<file path="config.mk">
export PLATFORM = sky130hd
export DESIGN_NAME = door_lock_ctrl
export DESIGN_NICKNAME = d
export VERILOG_FILES = /design/src/rtl/door_lock_ctrl.sv
export SDC_FILE = /design/constraint.sdc
export NUM_CORES = 1
export LEC_CHECK = 0
export ABC_AREA = 1
export CAP_MARGIN = 20
export CORE_MARGIN = 5
export CORE_UTILIZATION = 55
export DETAILED_ROUTE_END_ITERATION = 16
export PLACE_DENSITY = 0.77
export SLEW_MARGIN = 10
export SYNTH_ARGS = -nofsm -noshare
export SYNTH_HDL_FRONTEND = slang
export SYNTH_SLANG_ARGS = --single-unit
</file>
<file path="constraint.sdc">
create_clock -name CLK -period 2.52 [get_ports CLK]
set_input_delay 0.756 -clock CLK [delete_from_list [all_inputs] [get_ports CLK]]
set_output_delay 0.756 -clock CLK [all_outputs]
set_load 0.005 [all_outputs]
</file>
<file path="src/rtl/door_lock_ctrl.sv">
// Passcode sequencer: collects PW_LEN keypad digits, checks them against the stored
// password, drives the open/error/lockout windows. Optional macro: DOOR_LOCK_PW_CHANGE_EN.
module door_lock_ctrl #(
    parameter int          PW_LEN         = 4,
    parameter logic [31:0] DEFAULT_PW     = 32'h0000_1234,
    parameter int          UNLOCK_CYCLES  = 100,
    parameter int          ERR_CYCLES     = 20,
    parameter int          MAX_FAIL       = 3,
    parameter int          LOCKOUT_CYCLES = 200,
    parameter int          ENTRY_TIMEOUT  = 150
) (
    input  logic       CLK,
    input  logic       RESET,
    input  logic       key_pulse,
    input  logic [3:0] key_value,
    output logic       door_open,
    output logic       err_flag,
    output logic       alarm,
    output logic [3:0] digit_count,
    output logic [3:0] fail_count,
    output logic       pw_updated,
    output logic [2:0] state_o
);
    typedef enum logic [2:0] {
        S_ENTRY   = 3'd0,
        S_CHECK   = 3'd1,
        S_OPEN    = 3'd2,
        S_ERROR   = 3'd3,
        S_LOCKOUT = 3'd4
    } state_t;

    localparam int TM1  = (UNLOCK_CYCLES > ERR_CYCLES) ? UNLOCK_CYCLES : ERR_CYCLES;
    localparam int TM2  = (LOCKOUT_CYCLES > ENTRY_TIMEOUT) ? LOCKOUT_CYCLES : ENTRY_TIMEOUT;
    localparam int TMAX = (TM1 > TM2) ? TM1 : TM2;
    localparam int TW   = $clog2(TMAX + 1);
    localparam int IW   = $clog2(PW_LEN);

    // Timers are loaded with N-1 and the state is left when they read zero: N cycles.
    localparam logic [TW-1:0] T_UNLOCK = TW'(UNLOCK_CYCLES - 1);
    localparam logic [TW-1:0] T_ERR    = TW'(ERR_CYCLES - 1);
    localparam logic [TW-1:0] T_LOCK   = TW'(LOCKOUT_CYCLES - 1);
    localparam logic [TW-1:0] T_ENTRY  = TW'(ENTRY_TIMEOUT - 1);
    localparam logic [3:0]    LAST     = 4'(PW_LEN - 1);
    localparam logic [3:0]    MAXF     = 4'(MAX_FAIL);
    localparam logic [4*PW_LEN-1:0] PW_RST = DEFAULT_PW[4*PW_LEN-1:0];

    state_t                   state_q, state_d;
    logic [3:0]               cnt_q, cnt_d;
    logic [3:0]               fail_q, fail_d;
    logic [TW-1:0]            tmr_q, tmr_d;
    logic [PW_LEN-1:0][3:0]   buf_q, buf_d;
    logic [PW_LEN-1:0][3:0]   pw;
    logic                     key_ok;
    logic                     expire;
    logic [3:0]               slot;
    logic [3:0]               fail_inc;

    assign key_ok   = key_pulse && (key_value >= 4'd1) && (key_value <= 4'd9);
    assign fail_inc = fail_q + 4'd1;

`ifdef DOOR_LOCK_PW_CHANGE_EN
    logic [PW_LEN-1:0][3:0] pw_q, pw_d;
    logic                   upd_q, upd_d;
    assign pw         = pw_q;
    assign pw_updated = upd_q;
`else
    assign pw         = PW_RST;
    assign pw_updated = 1'b0;
`endif

    always_comb begin
        state_d = state_q;
        cnt_d   = cnt_q;
        fail_d  = fail_q;
        tmr_d   = tmr_q;
        buf_d   = buf_q;
        expire  = 1'b0;
        slot    = cnt_q;
`ifdef DOOR_LOCK_PW_CHANGE_EN
        pw_d    = pw_q;
        upd_d   = 1'b0;
`endif
        case (state_q)
            S_ENTRY: begin
                expire = (cnt_q != 4'd0) && (tmr_q == '0);
                if (key_ok) begin
                    // A key landing on the expiry cycle starts a fresh entry.
                    if (expire) begin
                        buf_d = '0;
                        slot  = 4'd0;
                    end
                    buf_d[slot[IW-1:0]] = key_value;
                    cnt_d = slot + 4'd1;
                    tmr_d = T_ENTRY;
                    if (slot == LAST) state_d = S_CHECK;
                end else if (expire) begin
                    buf_d = '0;
                    cnt_d = 4'd0;
                end else if (cnt_q != 4'd0) begin
                    tmr_d = tmr_q - 1'b1;
                end
            end
            S_CHECK: begin
                cnt_d = 4'd0;
                buf_d = '0;
                if (buf_q == pw) begin
                    fail_d  = 4'd0;
                    state_d = S_OPEN;
                    tmr_d   = T_UNLOCK;
                end else if (fail_inc >= MAXF) begin
                    fail_d  = MAXF;
                    state_d = S_LOCKOUT;
                    tmr_d   = T_LOCK;
                end else begin
                    fail_d  = fail_inc;
                    state_d = S_ERROR;
                    tmr_d   = T_ERR;
                end
            end
            S_OPEN: begin
`ifdef DOOR_LOCK_PW_CHANGE_EN
                if (key_ok) begin
                    buf_d[cnt_q[IW-1:0]] = key_value;
                    tmr_d = T_UNLOCK;
                    if (cnt_q == LAST) begin
                        pw_d  = buf_d;
                        upd_d = 1'b1;
                        cnt_d = 4'd0;
                        buf_d = '0;
                    end else begin
                        cnt_d = cnt_q + 4'd1;
                    end
                end else
`endif
                if (tmr_q == '0) begin
                    state_d = S_ENTRY;
                    cnt_d   = 4'd0;
                    buf_d   = '0;
                end else begin
                    tmr_d = tmr_q - 1'b1;
                end
            end
            S_ERROR: begin
                if (tmr_q == '0) state_d = S_ENTRY;
                else             tmr_d   = tmr_q - 1'b1;
            end
            S_LOCKOUT: begin
                if (tmr_q == '0) begin
                    state_d = S_ENTRY;
                    fail_d  = 4'd0;
                end else begin
                    tmr_d = tmr_q - 1'b1;
                end
            end
            default: state_d = S_ENTRY;
        endcase
    end

    always_ff @(posedge CLK) begin
        if (!RESET) begin
            state_q <= S_ENTRY;
            cnt_q   <= 4'd0;
            fail_q  <= 4'd0;
            tmr_q   <= '0;
            buf_q   <= '0;
        end else begin
            state_q <= state_d;
            cnt_q   <= cnt_d;
            fail_q  <= fail_d;
            tmr_q   <= tmr_d;
            buf_q   <= buf_d;
        end
    end

`ifdef DOOR_LOCK_PW_CHANGE_EN
    always_ff @(posedge CLK) begin
        if (!RESET) begin
            pw_q  <= PW_RST;
            upd_q <= 1'b0;
        end else begin
            pw_q  <= pw_d;
            upd_q <= upd_d;
        end
    end
`endif

    assign door_open   = (state_q == S_OPEN);
    assign err_flag    = (state_q == S_ERROR);
    assign alarm       = (state_q == S_LOCKOUT);
    assign digit_count = cnt_q;
    assign fail_count  = fail_q;
    assign state_o     = state_q;
endmodule

</file>
# Word-level counts from Yosys, hierarchy flattened
# Index checks and enable logic that the tools add are counted.
[totals] register_bits=35 in_bits=7 output_inout_bits=15 word_cells=76
[op_classes] n_addsub=3 magnitude_cmp=5 n_eq_ne=14 mux=31 n_reduce_logical=15
[op_table] operator="16-bit two-way mux" count=5
[op_table] operator="8-bit two-way mux" count=6
[op_table] operator="16-bit case mux with 3 select lines" count=1
[op_table] operator="4-bit two-way mux" count=8
[op_table] operator="8-bit case mux with 3 select lines" count=1
[op_table] operator="16-bit bitwise mux" count=1
[op_table] operator="16-bit by 13-bit == test with 1-bit output (second input constant)" count=1
[op_table] operator="3-bit two-way mux" count=5
[op_table] operator="4-bit case mux with 3 select lines" count=1
[op_table] operator="3-bit case mux with 3 select lines" count=1
[op_table] operator="4-bit by 1-bit adder with 4-bit output (second input constant)" count=2
[op_table] operator="4-bit demux with 2-bit select" count=1
[op_table] operator="8-bit zero test" count=1
[op_table] operator="4-bit case mux with 2 select lines" count=1
[op_table] operator="8-bit by 1-bit subtractor with 8-bit output (second input constant)" count=1
[op_table] operator="3-bit by 2-bit == test with 1-bit output (second input constant)" count=2
[op_table] operator="2-bit by 1-bit != test with 1-bit output (second input constant)" count=3
[op_table] operator="2-bit != test (second input constant)" count=3
[op_table] operator="3-bit != test (second input constant)" count=2
[op_table] operator="3-bit nonzero test" count=2
[op_table] operator="4-bit by 2-bit == test with 1-bit output (second input constant)" count=1
[op_table] operator="4-bit by 1-bit >= comparator with 1-bit output (second input constant)" count=1
[op_table] operator="4-bit by 2-bit >= comparator with 1-bit output (second input constant)" count=1
[op_table] operator="4-bit <= comparator (second input constant)" count=1
[op_table] operator="12 further kinds" count=16

# Logic depth before layout (Yosys ltp)
[depth] ltp_word=12 mapped_depth=12 depth_no_buf=12

# Worst setup path after synthesis
# OpenSTA, ideal clock, no wires.
[synth_path] path_type="input to register" start="input port key_value[2]" end="register state_q[1], in the netlist state_o[1]" setup_ns=0.132 arrival_time_ns=1.693 t_required_ns=2.388 setup_slack_ns=0.695 path_stages=8 n_path_buf=0 cell_sequence="o21ai_0 -> nand3_4 -> nor2_4 -> nand2_4 -> nand2_2 -> nand2_2 -> nand2_1 -> a21oi_1"
[synth_between] elab_chain_len=5 word_cells_on_any_way=6 classes_between="order compare: 2; eq/ne: 1; reduce/logical: 3"
[synth_lines] item="start, declared" line="15" source="input logic [3:0] key_value,"
[synth_lines] item="4-bit by 1-bit >= comparator with 1-bit output" line="58" source="assign key_ok = key_pulse && (key_value >= 4'd1) && (key_value <= 4'd9);"
[synth_lines] item="1-bit logical AND" line="58"
[synth_lines] item="1-bit logical AND *" line="58"
[synth_lines] item="2-bit != test (no source line) *"
[synth_lines] item="3-bit AND reduction (no source line) *"
[synth_lines] item="end signal, assigned" line="167" source="state_q <= state_d;"
[synth_lines] item="end, declared" line="47" source="state_t state_q, state_d;"
# Every way passes the cells marked *; elsewhere a longest branch is shown, timed or not.
# A chain may end at the register's enable or synchronous reset.

# Final worst setup path
[layout_path] start="register state_q[1], in the netlist state_o[1]" end="output port err_flag"
[layout_between] elab_chain_len=1
[layout_lines] item="3-bit by 2-bit == test with 1-bit output" line="188" source="assign err_flag = (state_q == S_ERROR);"
[layout_lines] item="end, declared" line="17" source="output logic err_flag,"
# No other way between the ends.

==> run summary <==
Vias - 2173
Xor/xnor cell area share of the yosys netlist - 2.00%
Post-synth EDFFs - 0
Fmax - 0.422 GHz
Area contributors post-synth - dfxtp_1, nand2_1, a21oi_1
P per Cell Area - 930 mW/mm²
Die H - 73.1 µm
RR Startpoint - tmr_q[0]
DRT Pass-1 Iters - 5
FF-to-FF setup slack - 0.45 ns
Critical Path End Type - output pin
Crit path time final - 2.37 ns
Post-CTS Setup Repair Bufs - 0
Layout Nets - 361
Max clock buf depth - 2
Initial core utilization - 55.9%
Unrepaired setup endpoints after global routing - no
Post-Synth Simple-Gate Area - 37.9%
First-pass GRT wire length - 8.72 mm
Post-route antenna net violation count - 0
Hold Worst Slack - 0.467 ns
Via-per-instance ratio - 5.41
TNS Setup - 0 ns
Critical Path Fanout Max - 7
Yosys warning total - 0
Max_slew headroom - 66.8%
Worst setup margin - 0.149 ns
Most common cell in the netlist - nand2_1
Layout area overhead - 14.1%
Req. time, crit path - 1.76 ns
Hold-fix buffers at CTS - 0
Post-synth top cells - nand2_1, a21oi_1, dfxtp_1
Type of the worst setup path - register to output pin
N_diodes - 0
Die Width - 73.1 µm
Setup Viol. Count Final - 0
CTS Buf Count - 5
Dpl ws - -0.0149 ns
Worst hold start - fail_count[3]
Grt ovf - 0
CP Launch Type - register
Clock transition at path regs - 0.07 ns
Worst Hold Class - register to register
Post-synthesis compound-gate area fraction - 15.4%
Avg Inst Size Synth - 6.65 µm²
Pin count of the biggest net entering global routing - 26
Worst Tran Pin Value - 0.495 ns
Yosys top cell area share - 32.0%
R2R cell count - 12
Iter 0 DRT Violations - 243
Static Leak - 1.06 nW
CTS H-tree lvls - 2
Largest family of logic cells by synthesized area - simple AND/OR/NAND/NOR gates
Post-Syn Area - 0.00219 mm²
CTS tree - built
Worst Hold Depth - 2
Skew final - 0.00224 ns
Top_reg_cell synth - dfxtp_1
DP HPWL - 3.70 mm
Core Area - 0.00391 mm²
Clock Latency Late Sink - 0.29 ns
Final WL - 5.26 mm
Max cap viols - 0
Filler Cell Count - 387
Std cell rows - 23
Hold Fails Final Rpt - 0
Post-Syn Nets - 339
Placer congestion estimate - 0.894
I/O pins - 22
Worst ir drop on vdd - 0.560 mV
Vias in the first global route - 1870
Final Util - 63.8%
Full die area - 0.00534 mm²
IO Port Bufs - 20
Yosys cell types - 35
Adder-cell share of the synthesized area - 1.72%
Root buf cell - clkbuf_8
Number of remaining DRC errors - 0
Crit Reg-Reg Endpoint - buf_q[13]
Clock sink count - 35
#FFs+latches synth - 35
Initial antenna violation count - 0
Cells after Synth - 329
Asr flop ratio synth - 0%
Mux share of post-synthesis cell area - 0%
Worst EP arrival - 1.62 ns
Post-CTS resize count - 0
Area leader, netlist - dfxtp_1
Final period util - 94.1%
Sequential area share after synthesis - 32.0%
All-Layer GR Usage - 21.0%
Routed wire per std cell - 13.1 µm
Status - finished clean
Layout cells sized above 1 - 9.38%
Hold EP - fail_count[3]
Slew Viols, Final - 0
## logic make-up (layout without fill, tap and decap cells)
logic type	Yosys count	after routing
AO/OA/AOI/OAI	66	66
XOR/XNOR	5	5
adder cells (fa/ha/maj)	3	3
buffers and inverters	45	68
flip-flops	35	35
other	1	1
AND/OR/NAND/NOR	174	174
## critical path, cell delays in order, from the launching register on
cell and delay, ns:
dfxtp_1 0.48, inv_1 0.13, nor3_1 0.19, clkdlybuf4s50_1 0.53
## flip-flops by register name, summed over array words and instances, names as in the netlist
name	cells
state_o	3
digit_count	4
buf_q	16
tmr_q	8
fail_count	4
## area by class of cell
type	instances	area, µm²	area share, %
Timing Repair Buffer	24	230	9.22
Clock buffer	8	100	4.01
Tap cell	50	62.6	2.51
Sequential cell	35	701	28.1
Multi-Input combinational cell	249	1250	50.1
Inverter	36	151	6.07
## worst max-delay path by stage
stage                      start          to  slack [ns]
global placement    key_value[2]    tmr_q[6]       -0.02
global route        key_value[2]    tmr_q[5]        0.03
CTS                   state_o[1]    err_flag        0.15
floorplan           key_value[2]  state_o[1]        0.69
detailed placement  key_value[2]    tmr_q[6]       -0.01
finish                state_o[1]    err_flag        0.15
## per-stage QoR
stage / total power [mW] / instances / cell area (µm²)
floorplan: 1.61 / 329 / 2190
global placement: 1.85 / 394 / 2400
detailed placement: 1.86 / 394 / 2400
CTS: 2.33 / 402 / 2500
global route: 2.52 / 402 / 2500
finish: 2.32 / 402 / 2500
## metal layers
| metal | vias to the layer above | GRT usage (%) | wire, µm |
|---|---|---|---|
| met1 | 940 | 29.6 | 2460 |
| met2 | 90 | 30.4 | 2300 |
| li1 | 1130 | - | - |
| met3 | 13 | 5.65 | 405 |
| met5 | - | 0 | 0 |
| met4 | 0 | 7.79 | 96 |
## cell usage in the layout (no fill, tap or decap), drive strengths merged, types with 2 or more instances in the layout
cell and instances:
clkbuf 8, clkdlybuf4s50 20, nand4 7, nand3 33
buf 4, o21ai 23, nor2 28, nor3 7
xor2 4, o211ai 2, ha 3, inv 35
nand2 94, dfxtp 35, a21oi 40
## power by group
group	switching, mW	internal [mW]
Clock	0.204	0.249
Combinational	0.710	0.391
Sequential	0.105	0.662
(Power assumes the default switching activity.)
==> patch 1 (same settings) <==
Build with the macro `DOOR_LOCK_PW_CHANGE_EN` defined.
--- a/src/rtl/door_lock_ctrl.sv
+++ b/src/rtl/door_lock_ctrl.sv
@@ -1,5 +1,7 @@
 // Passcode sequencer: collects PW_LEN keypad digits, checks them against the stored
 // password, drives the open/error/lockout windows. Optional macro: DOOR_LOCK_PW_CHANGE_EN.
+`define DOOR_LOCK_PW_CHANGE_EN
+
 module door_lock_ctrl #(
     parameter int          PW_LEN         = 4,
     parameter logic [31:0] DEFAULT_PW     = 32'h0000_1234,
Function: changed (Yosys sat finds a counterexample within 10 cycles, from zero or initial values and one cycle with RESET low).
==> patch 1 against the original RTL <==
Sequential cell count is 17 higher; synthesized area is 74% higher; final cell count is 80% higher; sequential share of layout area is 3.4 points lower; wire length is 90% higher; clock power is 24% higher; setup slack worse by 0.022 ns; final area is 69% higher; total power is 89% higher; non-clock buffer count is 15 higher; first-iteration DRC count is 30% higher.
==> patch 1: results (changes against the original RTL) <==
metric	value	unit	change
sw frac	0.488		+0.0489
Routed wire per std cell	13.9	µm	+5.8%
last weighted congestion value of the routability-driven placer	0.863		-3.4%
worst hold slack	0.479	ns	+0.0119 ns
reg-to-reg slack, setup	0.24	ns	-0.21 ns
buffers added on ports	21		+5.0%
Total Routing Usage GR	0.243		+0.0330
Unique masters post-synth	30		-14%
overall routed net length	10000	µm	+90%
Mapped Cells	617		+88%
Area after DPL	4120	µm²	+72%
largest clock skew in the final design	0.0129	ns	+0.0106 ns
DR WL met3	686	µm	+69%
top cell types by occurrence after synthesis	nand2_1 (200), inv_1 (91), dfxtp_1 (52), nor2_1 (52), o21ai_0 (46)		
multi-input combinational area share	0.533		+0.0321
clock latency on the worst-skew pair	0.31	ns	+0.02 ns
largest net degree at the start of global routing	42		+62%
area share of buffers outside the clock network	0.0848		-0.00744
cell with the largest stage delay on the worst path	clkdlybuf4s50_1		
clock transition at the registers of the reported paths	0.10	ns	+0.03 ns
Final nets	661		+83%
final std cell area, no fill	4220	µm²	+69%
global-route wire length before repair	17100	µm	+97%
number of filler instances in the final layout	646		+67%
number of DRC violations after detailed-routing iteration 0	316		+30%
Detail Route met2 WL	4920	µm	+110%
outcome	finished clean		
via count of the routed design	3920		+80%
Max transition margin	0.688		+0.0205
Leakage Power	2.00	nW	+89%
total routed wire length on the met1 layer	4210	µm	+71%
via count of the first global-routing pass	3749		+100%
VDD IR max	0.619	mV	+10%
placed instance count	716		+82%
invs w/o clock	99		+180%
Layout clock area frac	0.0234		-0.0167
data arrival at the endpoint of the critical path	1.64	ns	+0.02 ns
share of post-route cells with drive strength above 1	0.111		+0.0168
sequential-to-total area share from yosys stat	0.274		-0.0461
Sequential cell area	1040	µm²	+49%
number of flip-flops and latches in the synthesized netlist	52		+49%
comb_multi_in	446		+79%
Placement Setup Slack	0.0184	ns	+0.0333 ns
cell types occupying the most area after synthesis	dfxtp_1 (27%), nand2_1 (20%), inv_1 (9.0%), o21ai_0 (6.1%), a21oi_1 (5.3%)		
patch 1: changes by cell type after synthesis, moves of 6 or more:
| cell | before | now |
|---|---|---|
| nand2_1 | 85 | 200 |
| inv_1 | 31 | 91 |
| o21ai_0 | 15 | 46 |
| nor2_1 | 24 | 52 |
| a21oi_2 | 0 | 17 |
| dfxtp_1 | 35 | 52 |
| ha_1 | 3 | 11 |
| nand3_1 | 30 | 36 |
patch 1: cell families (layout without fill, tap and decap cells):
family / after synthesis / after routing / synth area share
simple gates: 313 / 313 / 0.365
buf+inv: 119 / 144 / 0.133
compound gates: 114 / 114 / 0.173
flops: 52 / 52 / 0.274
fa+ha+maj: 11 / 11 / 0.0363
xor+xnor: 8 / 8 / 0.0185
patch 1: worst paths after layout:
check,start,to,depth (start not counted)
worst max-delay path,state_o[1]$_SDFFE_PN0P_,door_open,3
worst min-delay path,pw[11]$_SDFFE_PN0P_,pw[11]$_SDFFE_PN0P_,2
worst max register to register,tmr_q[0]$_SDFFE_PN0P_,buf_q[13]$_SDFFE_PN0P_,14
worst min register to register,pw[11]$_SDFFE_PN0P_,pw[11]$_SDFFE_PN0P_,2
patch 1: worst max-delay path, delay by kind of cell, from the launching register on:
family | cells | cell delay [ns]
buffers and inverters | 2 | 0.68
flip-flops | 1 | 0.50
AND/OR/NAND/NOR | 1 | 0.14
patch 1: power groups by stage:
stage	registers (mW)	logic [mW]	clock network, mW
6_report	1.22	2.62	0.564
5_1_grt	1.25	2.96	0.597
4_1_cts	1.21	2.59	0.571
3_5_place_dp	1.23	2.58	0
3_3_place_gp	1.23	2.50	0
2_1_floorplan	1.21	2.04	0
patch 1: routing by layer:
layer | up-vias | track usage
met2 | 156 | 0.425
li1 | 1970 | -
met1 | 1776 | 0.303
met5 | - | 0
met3 | 18 | 0.0394
met4 | 0 | 0.0818
==> patch 2 (same settings) <==
Made on the original files. Register the input `key_pulse` before use, without a reset. The logic sees it one clock later. The other inputs are not delayed to match.
--- a/src/rtl/door_lock_ctrl.sv
+++ b/src/rtl/door_lock_ctrl.sv
@@ -44,6 +44,12 @@
     localparam logic [3:0]    MAXF     = 4'(MAX_FAIL);
     localparam logic [4*PW_LEN-1:0] PW_RST = DEFAULT_PW[4*PW_LEN-1:0];
 
+    logic key_pulse_q;
+
+    always_ff @(posedge CLK) begin
+        key_pulse_q <= key_pulse;
+    end
+
     state_t                   state_q, state_d;
     logic [3:0]               cnt_q, cnt_d;
     logic [3:0]               fail_q, fail_d;
@@ -55,7 +61,7 @@
     logic [3:0]               slot;
     logic [3:0]               fail_inc;
 
-    assign key_ok   = key_pulse && (key_value >= 4'd1) && (key_value <= 4'd9);
+    assign key_ok   = key_pulse_q && (key_value >= 4'd1) && (key_value <= 4'd9);
     assign fail_inc = fail_q + 4'd1;
 
 `ifdef DOOR_LOCK_PW_CHANGE_EN
Formal check against the unedited RTL: not equivalent (a bounded check fails within 4 cycles, from zero or initial values and one cycle with RESET low).
==> patch 2 against the original RTL <==
Core utilization is 3.0 points higher; critical path depth stayed put; total power is 2.0% lower; sequential cell count is 1 higher; fmax is 3.4% higher; setup slack better by 0.077 ns; final area is 0.60% lower; synthesized area is 1.4% lower; wire length is 0.84% lower.
==> patch 2: results (changes against the original RTL) <==
metric	value	unit	change
destination of the worst hold path	tmr_q[0]$_SDFFE_PN0P_		
last weighted congestion value of the routability-driven placer	0.982		+9.9%
via count of the routed design	2214		+1.9%
clkbuf count	6		-2
total routed wire length on the met1 layer	2570	µm	+4.5%
number of DRC violations after detailed-routing iteration 0	186		-23%
Routed wire per std cell	12.9	µm	-1.3%
largest registers	buf_q x16, tmr_q x8		
pin slew with the least headroom to its limit	0.985	ns	+0.490 ns
global-route wire length before repair	9220	µm	+5.7%
Detail Route met2 WL	2170	µm	-5.8%
data arrival at the endpoint of the critical path	1.54	ns	-0.08 ns
hold-critical path depth	1		-1
invs w/o clock	35		-2.8%
placed instance count	397		+0.76%
# resized after CTS	0		unchanged
met3 usage in global routing	0.0496		-0.00689
clock transition at the registers of the reported paths	0.07	ns	about the same
comb_multi_in	253		+1.6%
CTS root buffer	clkbuf_8		
logic depth of the worst register-to-register path	8		-4
Layout clock area frac	0.0313		-0.00883
top cell types by occurrence after synthesis	nand2_1 (95), a21oi_1 (37), dfxtp_1 (36)		
GR Layer Usage met2	0.320		+0.0158
Layout area overhead	15.1	%	
outcome	finished clean		
cell types occupying the most area after synthesis	dfxtp_1 (33%), nand2_1 (17%), a21oi_1 (8.6%), nand3_1 (7.0%), nor2_1 (4.2%)		
antenna violations before repair	0		unchanged
count of plain and timing-repair buffers in the layout	25		+4.2%
net count after synthesis	343		+1.2%
Final nets	366		+1.4%
DR WL met3	408	µm	+0.74%
VDD IR max	0.521	mV	-7.0%
number of filler instances in the final layout	359		-7.2%
GR Util met1	0.314		+0.0182
reg-to-reg slack, setup	0.36	ns	-0.09 ns
maximum clock insertion buffer count	2		unchanged
sequential-to-total area share from yosys stat	0.334		+0.0139
Total Routing Usage GR	0.217		+0.00724
number of flip-flops and latches in the synthesized netlist	36		+2.9%
largest net degree at the start of global routing	21		-19%
Area after DPL	2400	µm²	+0.31%
via count of the first global-routing pass	1991		+6.5%
multi-input combinational area share	0.504		+0.00303
Sequential cell area	721	µm²	+2.9%
end of the worst register-to-register path	buf_q[1]$_SDFFE_PN0P_		
Unique masters post-synth	33		-5.7%
vias per std cell	5.48		+1.4%
share of post-route cells with drive strength above 1	0.112		+0.0186
final HPWL from detailed placement	3820	µm	+3.2%
largest clock skew in the final design	0.00957	ns	+0.00734 ns
hold path startpoint	tmr_q[0]$_SDFFE_PN0P_		
area share of buffers outside the clock network	0.0958		+0.00358
tapcell count	48		-4.0%
Leakage Power	1.06	nW	-0.25%
Placement Setup Slack	0.104	ns	+0.119 ns
Synth warnings	0		unchanged
Mapped Cells	333		+1.2%
[patch 2: changes by cell type after synthesis, moves of 3 or more]
cell,unedited run,this run
a21oi_1,40,37
inv_1,31,23
clkbuf_1,2,5
o21ai_1,8,15
nand2_1,85,95
o21ai_0,15,4
inv_2,3,10
clkbuf_8,3,0
[patch 2: through the flow]
stage	hold slack [ns]	total power, mW
2_1_floorplan	0.429	1.60
3_3_place_gp	0.455	1.88
3_5_place_dp	0.453	1.88
4_1_cts	0.462	2.28
5_1_grt	0.486	2.47
6_report	0.461	2.28
[patch 2: how the worst max path moves through the flow]
stage	slack [ns]	cells after the start	to	startpoint
2_1_floorplan	0.78	8	state_o[1]$_SDFFE_PN0P_	key_value[2]
3_3_place_gp	0.14	10	buf_q[4]$_SDFFE_PN0P_	key_value[1]
3_5_place_dp	0.10	10	state_o[2]$_SDFFE_PN0P_	key_value[1]
4_1_cts	0.19	3	err_flag	state_o[1]$_SDFFE_PN0P_
5_1_grt	0.08	3	err_flag	state_o[1]$_SDFFE_PN0P_
6_report	0.23	3	err_flag	state_o[1]$_SDFFE_PN0P_
[patch 2: power by group]
| group | switching [mW] | internal, mW | total, mW |
|---|---|---|---|
| registers | 0.114 | 0.679 | 0.792 |
| logic | 0.702 | 0.393 | 1.10 |
| clock network | 0.200 | 0.188 | 0.388 |
[patch 2: kinds of logic after synthesis]
logic type,after synthesis,synth area share
AOI/OAI and AO/OA,62,0.151
DFF,36,0.334
and+or+nand+nor,182,0.389
other,1,0.00174
buffers and inverters,44,0.0853
xor gates and xnor gates,5,0.0203
adders and majority gates,3,0.0174
[patch 2: critical path, cell delays in order (launching register included)]
cell	delay (ns)
dfxtp_1	0.49
inv_2	0.07
nor3_1	0.17
clkdlybuf4s50_1	0.52
